==> config.mk <==
export PLATFORM = sky130hd
export DESIGN_NAME = ll_step_engine_flat
export DESIGN_NICKNAME = d
export VERILOG_FILES = /design/src/rtl/ll_step_engine_if.sv /design/src/rtl/ll_step_engine.sv /design/src/flat_wrapper.sv
export SDC_FILE = /design/constraint.sdc
export NUM_CORES = 1
export LEC_CHECK = 0
export BUFFER_PORTS_ARGS = -buffer_cell sky130_fd_sc_hd__buf_2
export CORE_MARGIN = 2
export CORE_UTILIZATION = 45
export CTS_CLUSTER_SIZE = 28
export DETAILED_ROUTE_END_ITERATION = 10
export PLACE_DENSITY = 0.6
export SYNTH_ARGS = -nofsm -noshare
export SYNTH_HDL_FRONTEND = slang
export SYNTH_SLANG_ARGS = --single-unit
==> constraint.sdc <==
create_clock -name clk -period 10.78 [get_ports clk]
set_input_delay 0.539 -clock clk [delete_from_list [all_inputs] [get_ports clk]]
set_output_delay 0.539 -clock clk [all_outputs]
set_load 0.02 [all_outputs]
==> src/rtl/ll_step_engine_if.sv <==
// Handshake and status bundle between the lander step engine and its neighbours.
// The master drives tick/thrust writes; the slave (engine) returns lander state.
interface ll_step_engine_if #(
  parameter int DIGITS = 4
);
  localparam int W = 4 * DIGITS;

  logic         tick;
  logic         thrust_wr;
  logic [3:0]   thrust_in;
  logic [W-1:0] alt;
  logic [W-1:0] vel;
  logic [W-1:0] fuel;
  logic [3:0]   thrust;
  logic         busy;
  logic         step_done;
  logic         overrun;
  logic         land;
  logic         crash;

  modport master (
    output tick, thrust_wr, thrust_in,
    input  alt, vel, fuel, thrust, busy, step_done, overrun, land, crash
  );

  modport slave (
    input  tick, thrust_wr, thrust_in,
    output alt, vel, fuel, thrust, busy, step_done, overrun, land, crash
  );
endinterface

==> src/rtl/ll_step_engine.sv <==
// Lunar lander step engine: digit-serial BCD physics update, one digit per clock,
// with landing/crash detection, fuel-limited thrust and tick-overrun reporting.
module ll_step_engine #(
  parameter int                  DIGITS   = 4,
  parameter logic [4*DIGITS-1:0] ALTITUDE = 'h4500,
  parameter logic [4*DIGITS-1:0] VELOCITY = 'h0,
  parameter logic [4*DIGITS-1:0] FUEL     = 'h800,
  parameter logic [3:0]          THRUST   = 4'h5,
  parameter logic [4*DIGITS-1:0] GRAVITY  = 'h5,
  parameter logic [4*DIGITS-1:0] SAFE_VEL = 'h9970
) (
  input  logic             clk,
  input  logic             rst,   // active-low, asynchronous
  ll_step_engine_if.slave  bus
);
  // Results are assembled by shifting digits in from the top, so DIGITS >= 2.
  localparam int W  = 4 * DIGITS;
  localparam int CW = (DIGITS > 1) ? $clog2(DIGITS) : 1;

  typedef enum logic [2:0] {IDLE, CALC, CHECK, LANDED, CRASHED} state_t;

  function automatic logic [4:0] bcd_add(input logic [3:0] a, input logic [3:0] b,
                                         input logic cin);
    logic [4:0] s;
    s = {1'b0, a} + {1'b0, b} + {4'b0, cin};
    if (s > 5'd9) return {1'b1, 4'(s - 5'd10)};
    else          return {1'b0, s[3:0]};
  endfunction

  // Bit 4 of the raw difference flags a borrow; adding ten restores the digit.
  function automatic logic [4:0] bcd_sub(input logic [3:0] a, input logic [3:0] b,
                                         input logic bin);
    logic [4:0] s;
    s = {1'b0, a} - {1'b0, b} - {4'b0, bin};
    if (s[4]) return {1'b1, 4'(s + 5'd10)};
    else      return {1'b0, s[3:0]};
  endfunction

  function automatic logic is_neg(input logic [W-1:0] x);
    return x[W-1 -: 4] >= 4'd5;
  endfunction

  function automatic logic non_pos(input logic [W-1:0] x);
    return is_neg(x) || (x == '0);
  endfunction

  state_t        state;
  logic [CW-1:0] cnt;
  logic [W-1:0]  alt_r, vel_r, fuel_r;
  logic [3:0]    thrust_r;
  logic          busy_r, step_done_r, overrun_r, land_r, crash_r;

  // Operand shift registers (LSD in [3:0]) and the unshifted velocity for CHECK.
  logic [W-1:0]  a_sh, v_sh, f_sh, g_sh, te_sh, v_op;
  logic [W-1:0]  alt_c, vel_c, fuel_c;
  logic          carry_a, borrow_v, carry_v, borrow_f;

  logic [4:0]    alt_s, vsub_s, vadd_s, fuel_s;
  logic [3:0]    te;

  // Four single-digit slices: altitude add, velocity subtract/add, fuel subtract.
  always_comb begin
    alt_s  = bcd_add(a_sh[3:0], v_sh[3:0], carry_a);
    vsub_s = bcd_sub(v_sh[3:0], g_sh[3:0], borrow_v);
    vadd_s = bcd_add(vsub_s[3:0], te_sh[3:0], carry_v);
    fuel_s = bcd_sub(f_sh[3:0], te_sh[3:0], borrow_f);
  end

  assign te = (fuel_r == '0) ? 4'd0 : thrust_r;

  // NOTE: non-blocking assignments so every register samples pre-edge values.
  always_ff @(posedge clk or negedge rst) begin
    if (!rst) begin
      state       <= IDLE;
      cnt         <= '0;
      alt_r       <= ALTITUDE;
      vel_r       <= VELOCITY;
      fuel_r      <= FUEL;
      thrust_r    <= THRUST;
      busy_r      <= 1'b0;
      step_done_r <= 1'b0;
      overrun_r   <= 1'b0;
      land_r      <= 1'b0;
      crash_r     <= 1'b0;
      a_sh        <= '0;
      v_sh        <= '0;
      f_sh        <= '0;
      g_sh        <= '0;
      te_sh       <= '0;
      v_op        <= '0;
      alt_c       <= '0;
      vel_c       <= '0;
      fuel_c      <= '0;
      carry_a     <= 1'b0;
      borrow_v    <= 1'b0;
      carry_v     <= 1'b0;
      borrow_f    <= 1'b0;
    end else begin
      step_done_r <= 1'b0;
      overrun_r   <= 1'b0;

      if (bus.thrust_wr && (bus.thrust_in <= 4'd9)) thrust_r <= bus.thrust_in;

      case (state)
        IDLE: begin
          if (bus.tick) begin
            a_sh     <= alt_r;
            v_sh     <= vel_r;
            v_op     <= vel_r;
            f_sh     <= fuel_r;
            g_sh     <= GRAVITY;
            te_sh    <= {{(W-4){1'b0}}, te};
            carry_a  <= 1'b0;
            borrow_v <= 1'b0;
            carry_v  <= 1'b0;
            borrow_f <= 1'b0;
            cnt      <= '0;
            busy_r   <= 1'b1;
            state    <= CALC;
          end
        end

        CALC: begin
          overrun_r <= bus.tick;
          alt_c     <= {alt_s[3:0],  alt_c[W-1:4]};
          vel_c     <= {vadd_s[3:0], vel_c[W-1:4]};
          fuel_c    <= {fuel_s[3:0], fuel_c[W-1:4]};
          carry_a   <= alt_s[4];
          borrow_v  <= vsub_s[4];
          carry_v   <= vadd_s[4];
          borrow_f  <= fuel_s[4];
          a_sh      <= a_sh  >> 4;
          v_sh      <= v_sh  >> 4;
          f_sh      <= f_sh  >> 4;
          g_sh      <= g_sh  >> 4;
          te_sh     <= te_sh >> 4;
          if (cnt == CW'(DIGITS - 1)) state <= CHECK;
          else                        cnt   <= cnt + 1'b1;
        end

        CHECK: begin
          overrun_r   <= bus.tick;
          busy_r      <= 1'b0;
          step_done_r <= 1'b1;
          cnt         <= '0;
          fuel_r      <= non_pos(fuel_c) ? '0 : fuel_c;
          if (non_pos(alt_c)) begin
            alt_r <= '0;
            vel_r <= '0;
            // Touchdown is survivable when not descending faster than SAFE_VEL.
            if (!is_neg(v_op) || (v_op >= SAFE_VEL)) begin
              land_r <= 1'b1;
              state  <= LANDED;
            end else begin
              crash_r <= 1'b1;
              state   <= CRASHED;
            end
          end else begin
            alt_r <= alt_c;
            vel_r <= vel_c;
            state <= IDLE;
          end
        end

        default: ;  // LANDED and CRASHED hold until reset
      endcase
    end
  end

  assign bus.alt       = alt_r;
  assign bus.vel       = vel_r;
  assign bus.fuel      = fuel_r;
  assign bus.thrust    = thrust_r;
  assign bus.busy      = busy_r;
  assign bus.step_done = step_done_r;
  assign bus.overrun   = overrun_r;
  assign bus.land      = land_r;
  assign bus.crash     = crash_r;
endmodule

==> src/flat_wrapper.sv <==
// flat-port wrapper written by rule: the top's interface ports become plain ports
module ll_step_engine_flat 
#(
  parameter int                  DIGITS   = 4,
  parameter logic [4*DIGITS-1:0] ALTITUDE = 'h4500,
  parameter logic [4*DIGITS-1:0] VELOCITY = 'h0,
  parameter logic [4*DIGITS-1:0] FUEL     = 'h800,
  parameter logic [3:0]          THRUST   = 4'h5,
  parameter logic [4*DIGITS-1:0] GRAVITY  = 'h5,
  parameter logic [4*DIGITS-1:0] SAFE_VEL = 'h9970
)
  (clk, rst, bus_tick, bus_thrust_wr, bus_thrust_in, bus_alt, bus_vel, bus_fuel, bus_thrust, bus_busy, bus_step_done, bus_overrun, bus_land, bus_crash);
  ll_step_engine_if #(.DIGITS(DIGITS)) bus_i ();
  input  logic clk;
  input  logic rst;
  input wire logic [$bits(bus_i.tick)-1:0] bus_tick;
  input wire logic [$bits(bus_i.thrust_wr)-1:0] bus_thrust_wr;
  input wire logic [$bits(bus_i.thrust_in)-1:0] bus_thrust_in;
  output wire logic [$bits(bus_i.alt)-1:0] bus_alt;
  output wire logic [$bits(bus_i.vel)-1:0] bus_vel;
  output wire logic [$bits(bus_i.fuel)-1:0] bus_fuel;
  output wire logic [$bits(bus_i.thrust)-1:0] bus_thrust;
  output wire logic [$bits(bus_i.busy)-1:0] bus_busy;
  output wire logic [$bits(bus_i.step_done)-1:0] bus_step_done;
  output wire logic [$bits(bus_i.overrun)-1:0] bus_overrun;
  output wire logic [$bits(bus_i.land)-1:0] bus_land;
  output wire logic [$bits(bus_i.crash)-1:0] bus_crash;
  assign bus_i.tick = bus_tick;
  assign bus_i.thrust_wr = bus_thrust_wr;
  assign bus_i.thrust_in = bus_thrust_in;
  assign bus_alt = bus_i.alt;
  assign bus_vel = bus_i.vel;
  assign bus_fuel = bus_i.fuel;
  assign bus_thrust = bus_i.thrust;
  assign bus_busy = bus_i.busy;
  assign bus_step_done = bus_i.step_done;
  assign bus_overrun = bus_i.overrun;
  assign bus_land = bus_i.land;
  assign bus_crash = bus_i.crash;
  ll_step_engine #(.DIGITS(DIGITS), .ALTITUDE(ALTITUDE), .VELOCITY(VELOCITY), .FUEL(FUEL), .THRUST(THRUST), .GRAVITY(GRAVITY), .SAFE_VEL(SAFE_VEL)) u_core (.clk(clk), .rst(rst), .bus(bus_i));
endmodule
==> insert_results.sql, run 1 <==
INSERT INTO impl_metrics (metric_group, metric, value, unit) VALUES
('status', 'run_status', 'finished, final reports clean', ''),
('timing', 'timing.final.max_slew_violations', '0', ''),
('logic_synthesis', 'synthesis.area_per_instance', '10.2', 'um^2'),
('setup_path', 'critPathTopFamily', 'adder cells', ''),
('pwr', 'total_leakage_power', '4.55', 'nW'),
('timing', 'worst_slew_margin_rel', '37.2', '%'),
('floorplanning', 'boundaryPins', '65', ''),
('floorplanning', 'die_height', '137', 'um'),
('pwr', 'ir_drop_worst_vdd', '0.114', 'mV'),
('logic_synthesis', 'synth.net_count', '819', ''),
('floorplanning', 'core_area', '17300', 'um^2'),
('floorplanning', 'fp.dieArea', '18800', 'um^2'),
('logic_synthesis', 'synth-edff-count', '0', ''),
('clocking', 'cts_max_path_buffers', '2', ''),
('layout', 'antenna_cells_inserted', '0', ''),
('placed_design', 'portBuffers', '64', ''),
('grt', 'first_global_vias', '5876', ''),
('logic_synthesis', 'synth_seq_area_share', '56.4', '%'),
('layout', 'post-route-util', '51.8', '%'),
('logic_synthesis', 'netlist-cell-type-count', '55', ''),
('placed_design', 'gp_congestion', '0.838', ''),
('clocking', 'cts_htree_levels', '4', ''),
('detailed_routing', 'route.final.wire_length', '18200', 'um'),
('detailed_routing', 'drt_drc_violations_left', '0', ''),
('detailed_routing', 'route.detailed.wl_per_inst', '17.0', 'um'),
('clocking', 'tritoncts.num_buffers', '17', ''),
('timing', 'finalWorstPathRequiredPeriod', '4.21', 'ns'),
('placed_design', 'detailed_place_hpwl', '12000', 'um'),
('timing', 'fmaxAchievable', '237', 'MHz'),
('grt', 'grt_pass1_wl', '30300', 'um'),
('pwr', 'power_per_cell_area', '143', 'nW/um^2'),
('timing', 'fin_crit_sh', '39.1', '%'),
('timing', 'post-route-worst-setup-slack', '6.57', 'ns'),
('floorplanning', 'floorplan.rows', '48', ''),
('placed_design', 'placedCellCount', '1038', ''),
('layout', 'finalNonFillerCells', '1070', ''),
('clocking', 'clk_sinks', '179', ''),
('setup_path', 'worst-path-buf-inv', '3', ''),
('logic_synthesis', 'ys_warns', '0', ''),
('layout', 'n_fill_cell', '1584', ''),
('timing', 'rsz0062_at_grt', 'no', ''),
('logic_synthesis', 'post_synth_instance_area', '7960', 'um^2'),
('setup_path', 'worst-endpoint-required', '11.08', 'ns'),
('logic_synthesis', 'synth_flop_cell', 'dfrtp_1', ''),
('hold_path', 'hp-class', 'primary input to asynchronous set/reset pin', ''),
('timing', 'worst-slew-pin-transition', '0.941', 'ns'),
('setup_path', 'end_kind', 'register', ''),
('clocking', 'clock-root-buffer', 'clkbuf_16', ''),
('layout', 'area_growth_from_synthesis_to_layout', '12.7', '%'),
('clocking', 'cts.hold.buffers_added', '0', ''),
('detailed_routing', 'drt_first_iter_violations', '456', ''),
('clocking', 'clk_latency', '0.43', 'ns'),
('setup_path', 'setup.worst_path.class', 'register to register', ''),
('layout', 'layout.nets', '868', ''),
('timing', 'tns', '0', 'ns'),
('grt', 'grt_max_degree', '80', ''),
('logic_synthesis', 'async_flop_share', '100', '%'),
('clocking', 'clk_pin_slew_worst_paths', '0.06', 'ns'),
('detailed_routing', 'via_count', '5816', ''),
('setup_path', 'crit_start_category', 'register', ''),
('floorplanning', 'die-width', '137', 'um'),
('logic_synthesis', 'post_synth_inst_count', '783', ''),
('placed_design', 'preCtsSetupSlack', '6.61', 'ns'),
('floorplanning', 'start_util', '46.0', '%'),
('logic_synthesis', 'ys_ff_latch', '179', ''),
('clocking', 'total_setup_buffers_inserted_after_cts', '0', ''),
('detailed_routing', 'drt.antenna.violating_nets', '0', ''),
('grt', 'grt_util_all_layers', '20.8', '%'),
('setup_path', 'crit_arrival', '4.52', 'ns'),
('job', 'drv.max_cap_violation_count', '0', ''),
('setup_path', 'crit_fanout', '4', '');
==> cells in the mapped netlist, drive strengths merged, types with 2 or more instances <==
| master | n | area share [%] |
|---|---|---|
| nand2 | 248 | 12 |
| dfrtp | 173 | 54 |
| a22o | 60 | 6.6 |
| nor2 | 35 | 1.9 |
| inv | 30 | 1.4 |
| buf | 28 | 2.1 |
| a31oi | 26 | 2.0 |
| o21ai | 23 | 1.4 |
| ha | 21 | 3.3 |
| a21oi | 16 | 1.1 |
| nand3 | 15 | 1.0 |
| clkbuf | 13 | 0.61 |
| nor4 | 10 | 0.79 |
| fa | 7 | 1.8 |
| xor2 | 7 | 0.77 |
| dfstp | 6 | 2.0 |
| nand2b | 6 | 0.47 |
| nor2b | 6 | 0.50 |
| xnor2 | 6 | 0.66 |
| and3 | 5 | 0.39 |
| nor3 | 4 | 0.39 |
| o311ai | 4 | 0.88 |
| mux2 | 3 | 0.42 |
| mux2i | 3 | 0.38 |
| nand4 | 3 | 0.24 |
| o21a | 3 | 0.28 |
| a211oi | 2 | 0.19 |
| a31o | 2 | 0.22 |
| and2 | 2 | 0.16 |
| o221a | 2 | 0.28 |
| or2 | 2 | 0.16 |
| or3 | 2 | 0.22 |
==> stage by stage <==
stage                     hold slack [ns]  power (mW)  cell area [um^2]
after floorplan                     0.243       0.694              7960
after global placement              0.450       0.712              8410
after detailed placement            0.449       0.713              8410
after CTS                           0.104        1.30              8970
after global routing                0.114        1.33              8970
final                              0.0766        1.28              8970
==> cell type report <==
type	count	area, um^2	area share, %
Clock inverter	12	110	1.23
Sequential cell	179	4490	50.0
Multi-Input combinational cell	533	3150	35.1
Tap cell	225	282	3.14
Clock buffer	20	447	4.98
Timing Repair Buffer	71	379	4.23
Inverter	30	113	1.26
==> cells by family after synthesis <==
logic type               count (synthesis)  synth area share (%)
AO/OA/AOI/OAI                          146                  13.9
XOR/XNOR                                13                  1.43
adder cells (fa/ha/maj)                 28                  5.06
buffers and inverters                   71                  4.10
flip-flops                             179                  56.4
multiplexers                             6                 0.802
AND/OR/NAND/NOR                        340                  18.3
==> final timing paths <==
kind | start | to | slack [ns] | cells after the start
worst max-delay path | u_core.borrow_v | u_core.vel_c[14] | 6.57 | 17
worst min-delay path | rst | u_core.vel_c[4] | 0.08 | 1
worst max register to register | u_core.borrow_v | u_core.vel_c[14] | 6.57 | 17
worst min register to register | u_core.bus.crash | u_core.bus.crash | 0.46 | 1
max in group asynchronous | rst | u_core.a_sh[6] | 8.81 | 3
min in group clk | bus_thrust_wr | u_core.bus.thrust[2] | 0.33 | 2
==> report_power, final <==
group | leakage [nW] | total (mW) | internal, mW | switching [mW]
combinational | 2.02 | 0.0231 | 0.00463 | 0.0185
sequential | 2.26 | 0.676 | 0.674 | 0.00163
clock | 0.262 | 0.584 | 0.324 | 0.260
==> flip-flops by register name, indices dropped and copies added (netlist names), 2 cells and up <==
name,cells
u_core.alt_c,16
u_core.bus.vel,16
u_core.f_sh,16
u_core.bus.fuel,16
u_core.bus.thrust,4
u_core.v_op,12
u_core.a_sh,16
u_core.cnt,2
u_core.te_sh,4
u_core.state,3
u_core.bus.alt,16
u_core.v_sh,16
u_core.fuel_c,16
u_core.vel_c,16
==> per-layer routing <==
metal / global-route usage, % / wire length [um] / vias up / share of wire, %
met3: 4.15 / 767 / 15 / 4.2
met1: 29.4 / 8640 / 2898 / 48
met2: 33.0 / 8580 / 126 / 47
met5: 0 / 0 / - / 0
met4: 5.44 / 195 / 0 / 1.1
li1: - / - / 2777 / -
Power figures use the tool's default switching activity.
==> run 2: changes to the inputs <==
clock period = 4.4 ns   (was 10.78 ns; I/O delays follow)
==> insert_results.sql, run 2 (synthesized netlist as in run 1, its figures left out) <==
INSERT INTO impl_metrics (metric_group, metric, value, unit) VALUES
('floorplanning', 'start_util', '46.0', '%'),
('detailed_routing', 'drt.antenna.violating_nets', '0', ''),
('timing', 'fin_worst_skew', '0.00841', 'ns'),
('clocking', 'tritoncts.num_buffers', '17', ''),
('detailed_routing', 'drt_drc_violations_left', '0', ''),
('clocking', 'total_setup_buffers_inserted_after_cts', '0', ''),
('floorplanning', 'boundaryPins', '65', ''),
('layout', 'n_fill_cell', '1592', ''),
('clocking', 'cts_max_path_buffers', '2', ''),
('timing', 'final-hold-violation-count', '0', ''),
('grt', 'grt_pass1_wl', '30700', 'um'),
('floorplanning', 'core_area', '17300', 'um^2'),
('grt', 'first_global_vias', '5874', ''),
('clocking', 'clock-root-buffer', 'clkbuf_16', ''),
('detailed_routing', 'route.detailed.wl_per_inst', '17.4', 'um'),
('layout', 'post-route-util', '52.3', '%'),
('timing', 'worst_slew_margin_rel', '33.4', '%'),
('clocking', 'tritoncts_clock_tree', 'built', ''),
('timing', 'finalWorstPathRequiredPeriod', '4.13', 'ns'),
('status', 'run_status', 'finished, final reports clean', ''),
('clocking', 'cts_htree_levels', '4', ''),
('setup_path', 'crit_arrival', '4.44', 'ns'),
('pwr', 'total_leakage_power', '4.59', 'nW'),
('setup_path', 'end_kind', 'register', ''),
('setup_path', 'crit_fanout', '4', ''),
('grt', 'initial_antenna_violation_count', '0', ''),
('grt', 'grt_max_degree', '110', ''),
('layout', 'area.sequential', '4490', 'um^2'),
('clocking', 'clk_latency', '0.43', 'ns'),
('floorplanning', 'floorplan.rows', '48', ''),
('timing', 'fin_crit_sh', '93.9', '%'),
('placed_design', 'portBuffers', '64', ''),
('timing', 'fin_hold_ws', '0.0228', 'ns'),
('placed_design', 'detailed_place_hpwl', '12300', 'um'),
('clocking', 'clk_pin_slew_worst_paths', '0.07', 'ns'),
('job', 'drv.max_cap_violation_count', '0', ''),
('setup_path', 'worst-endpoint-required', '4.70', 'ns'),
('layout', 'layout.nets', '871', ''),
('floorplanning', 'die-width', '137', 'um'),
('timing', 'tns', '0', 'ns'),
('setup_path', 'worst_r2r_path_depth', '17', ''),
('timing', 'fmaxAchievable', '242', 'MHz'),
('pwr', 'power_per_cell_area', '363', 'nW/um^2'),
('timing', 'post-route-worst-setup-slack', '0.268', 'ns'),
('floorplanning', 'die_height', '137', 'um'),
('layout', 'multi_input_logic_area', '3150', 'um^2'),
('setup_path', 'crit_start_category', 'register', ''),
('pwr', 'finalPower', '3.28', 'mW'),
('clocking', 'clk_sinks', '179', ''),
('placed_design', 'preCtsSetupSlack', '0.246', 'ns'),
('floorplanning', 'fp.dieArea', '18800', 'um^2'),
('layout', 'final_common_cell', 'nand2_1', ''),
('detailed_routing', 'route.final.wire_length', '18700', 'um'),
('layout', 'area_growth_from_synthesis_to_layout', '13.7', '%'),
('detailed_routing', 'first_pass_drt_iterations', '5', ''),
('hold_path', 'hp-class', 'primary input to register', ''),
('layout', 'final_cell_mix', 'nand2_1, dfrtp_1, buf_2, a22o_1, nor2_1', ''),
('detailed_routing', 'drt_first_iter_violations', '492', ''),
('timing', 'rsz0062_at_grt', 'no', ''),
('pwr', 'ir_drop_worst_vdd', '0.274', 'mV'),
('setup_path', 'setup.worst_path.class', 'register to register', ''),
('grt', 'grt_overflow', '0', ''),
('timing', 'worst-slew-pin-transition', '0.999', 'ns'),
('timing', 'timing.final.max_slew_violations', '0', ''),
('detailed_routing', 'via_count', '5877', ''),
('hold_path', 'hold_path_depth', '2', ''),
('grt', 'grt_util_all_layers', '21.1', '%'),
('layout', 'post_route_cells_drive_above_1_share', '15.3', '%'),
('placed_design', 'gp_congestion', '0.822', ''),
('layout', 'antenna_cells_inserted', '0', ''),
('detailed_routing', 'route.detailed.vias_per_inst', '5.48', ''),
('timing', 'setup_viol', '0', '');
run 2: worst paths after layout:
check | start | endpoint | slack (ns)
max | u_core.borrow_v | u_core.vel_c[13] | 0.27
min | bus_thrust_in[0] | u_core.bus.thrust[0] | 0.02
max reg2reg | u_core.borrow_v | u_core.vel_c[13] | 0.27
min reg2reg | u_core.bus.land | u_core.bus.land | 0.46
max in group asynchronous | rst | u_core.bus.thrust[0] | 2.81
min in group asynchronous | rst | u_core.vel_c[4] | 0.48
run 2: worst max-delay path, cell delays in order (launching register included):
cell      delay [ns]
dfrtp_1         0.36
inv_1           0.07
fa_1            0.57
inv_1           0.05
ha_1            0.17
nor2_1          0.14
ha_1            0.22
nand2_1         0.08
a21oi_2         0.24
xnor2_1         0.19
inv_1           0.11
fa_1            0.47
xor2_1          0.20
ha_1            0.27
a22o_1          0.29
o311ai_4        0.30
xor2_1          0.20
o21ai_1         0.08
run 2: what timing repair did:
| action | 4_1_cts | 5_1_grt |
|---|---|---|
| endpoints found under the setup margin | 0 | 3 |
| hold endpoints to repair | 99 | 0 |
| gates resized for setup | 0 | 1 |
| hold buffers | 2 | 0 |
run 2: cell type report:
cell class                      instances  area share (%)
Tap cell                              225            3.11
Sequential cell                       179            49.6
Clock inverter                         12            1.70
Timing Repair Buffer                   74            4.49
Multi-Input combinational cell        533            34.8
Clock buffer                           20            5.05
Inverter                               30            1.24
run 2: report_power, final:
group          total (mW)  switching (mW)  internal [mW]
Sequential           1.66         0.00399           1.65
Combinational      0.0587          0.0462         0.0125
Clock                1.57           0.642          0.925
Total                3.28           0.692           2.59
run 2: per-layer routing:
layer	global-route usage [%]	part of all wire (%)	vias up
met5	0	0	-
met1	29.4	48	2969
met2	33.6	47	111
met3	4.56	3.7	22
met4	5.96	1.3	0
li1	-	-	2775
run 2: stage by stage:
step / std cells / instance area [um^2]
global route: 1073 / 9050
finish: 1073 / 9050
floorplan: 783 / 7960
CTS: 1073 / 9050
global placement: 1039 / 8420
detailed placement: 1039 / 8420
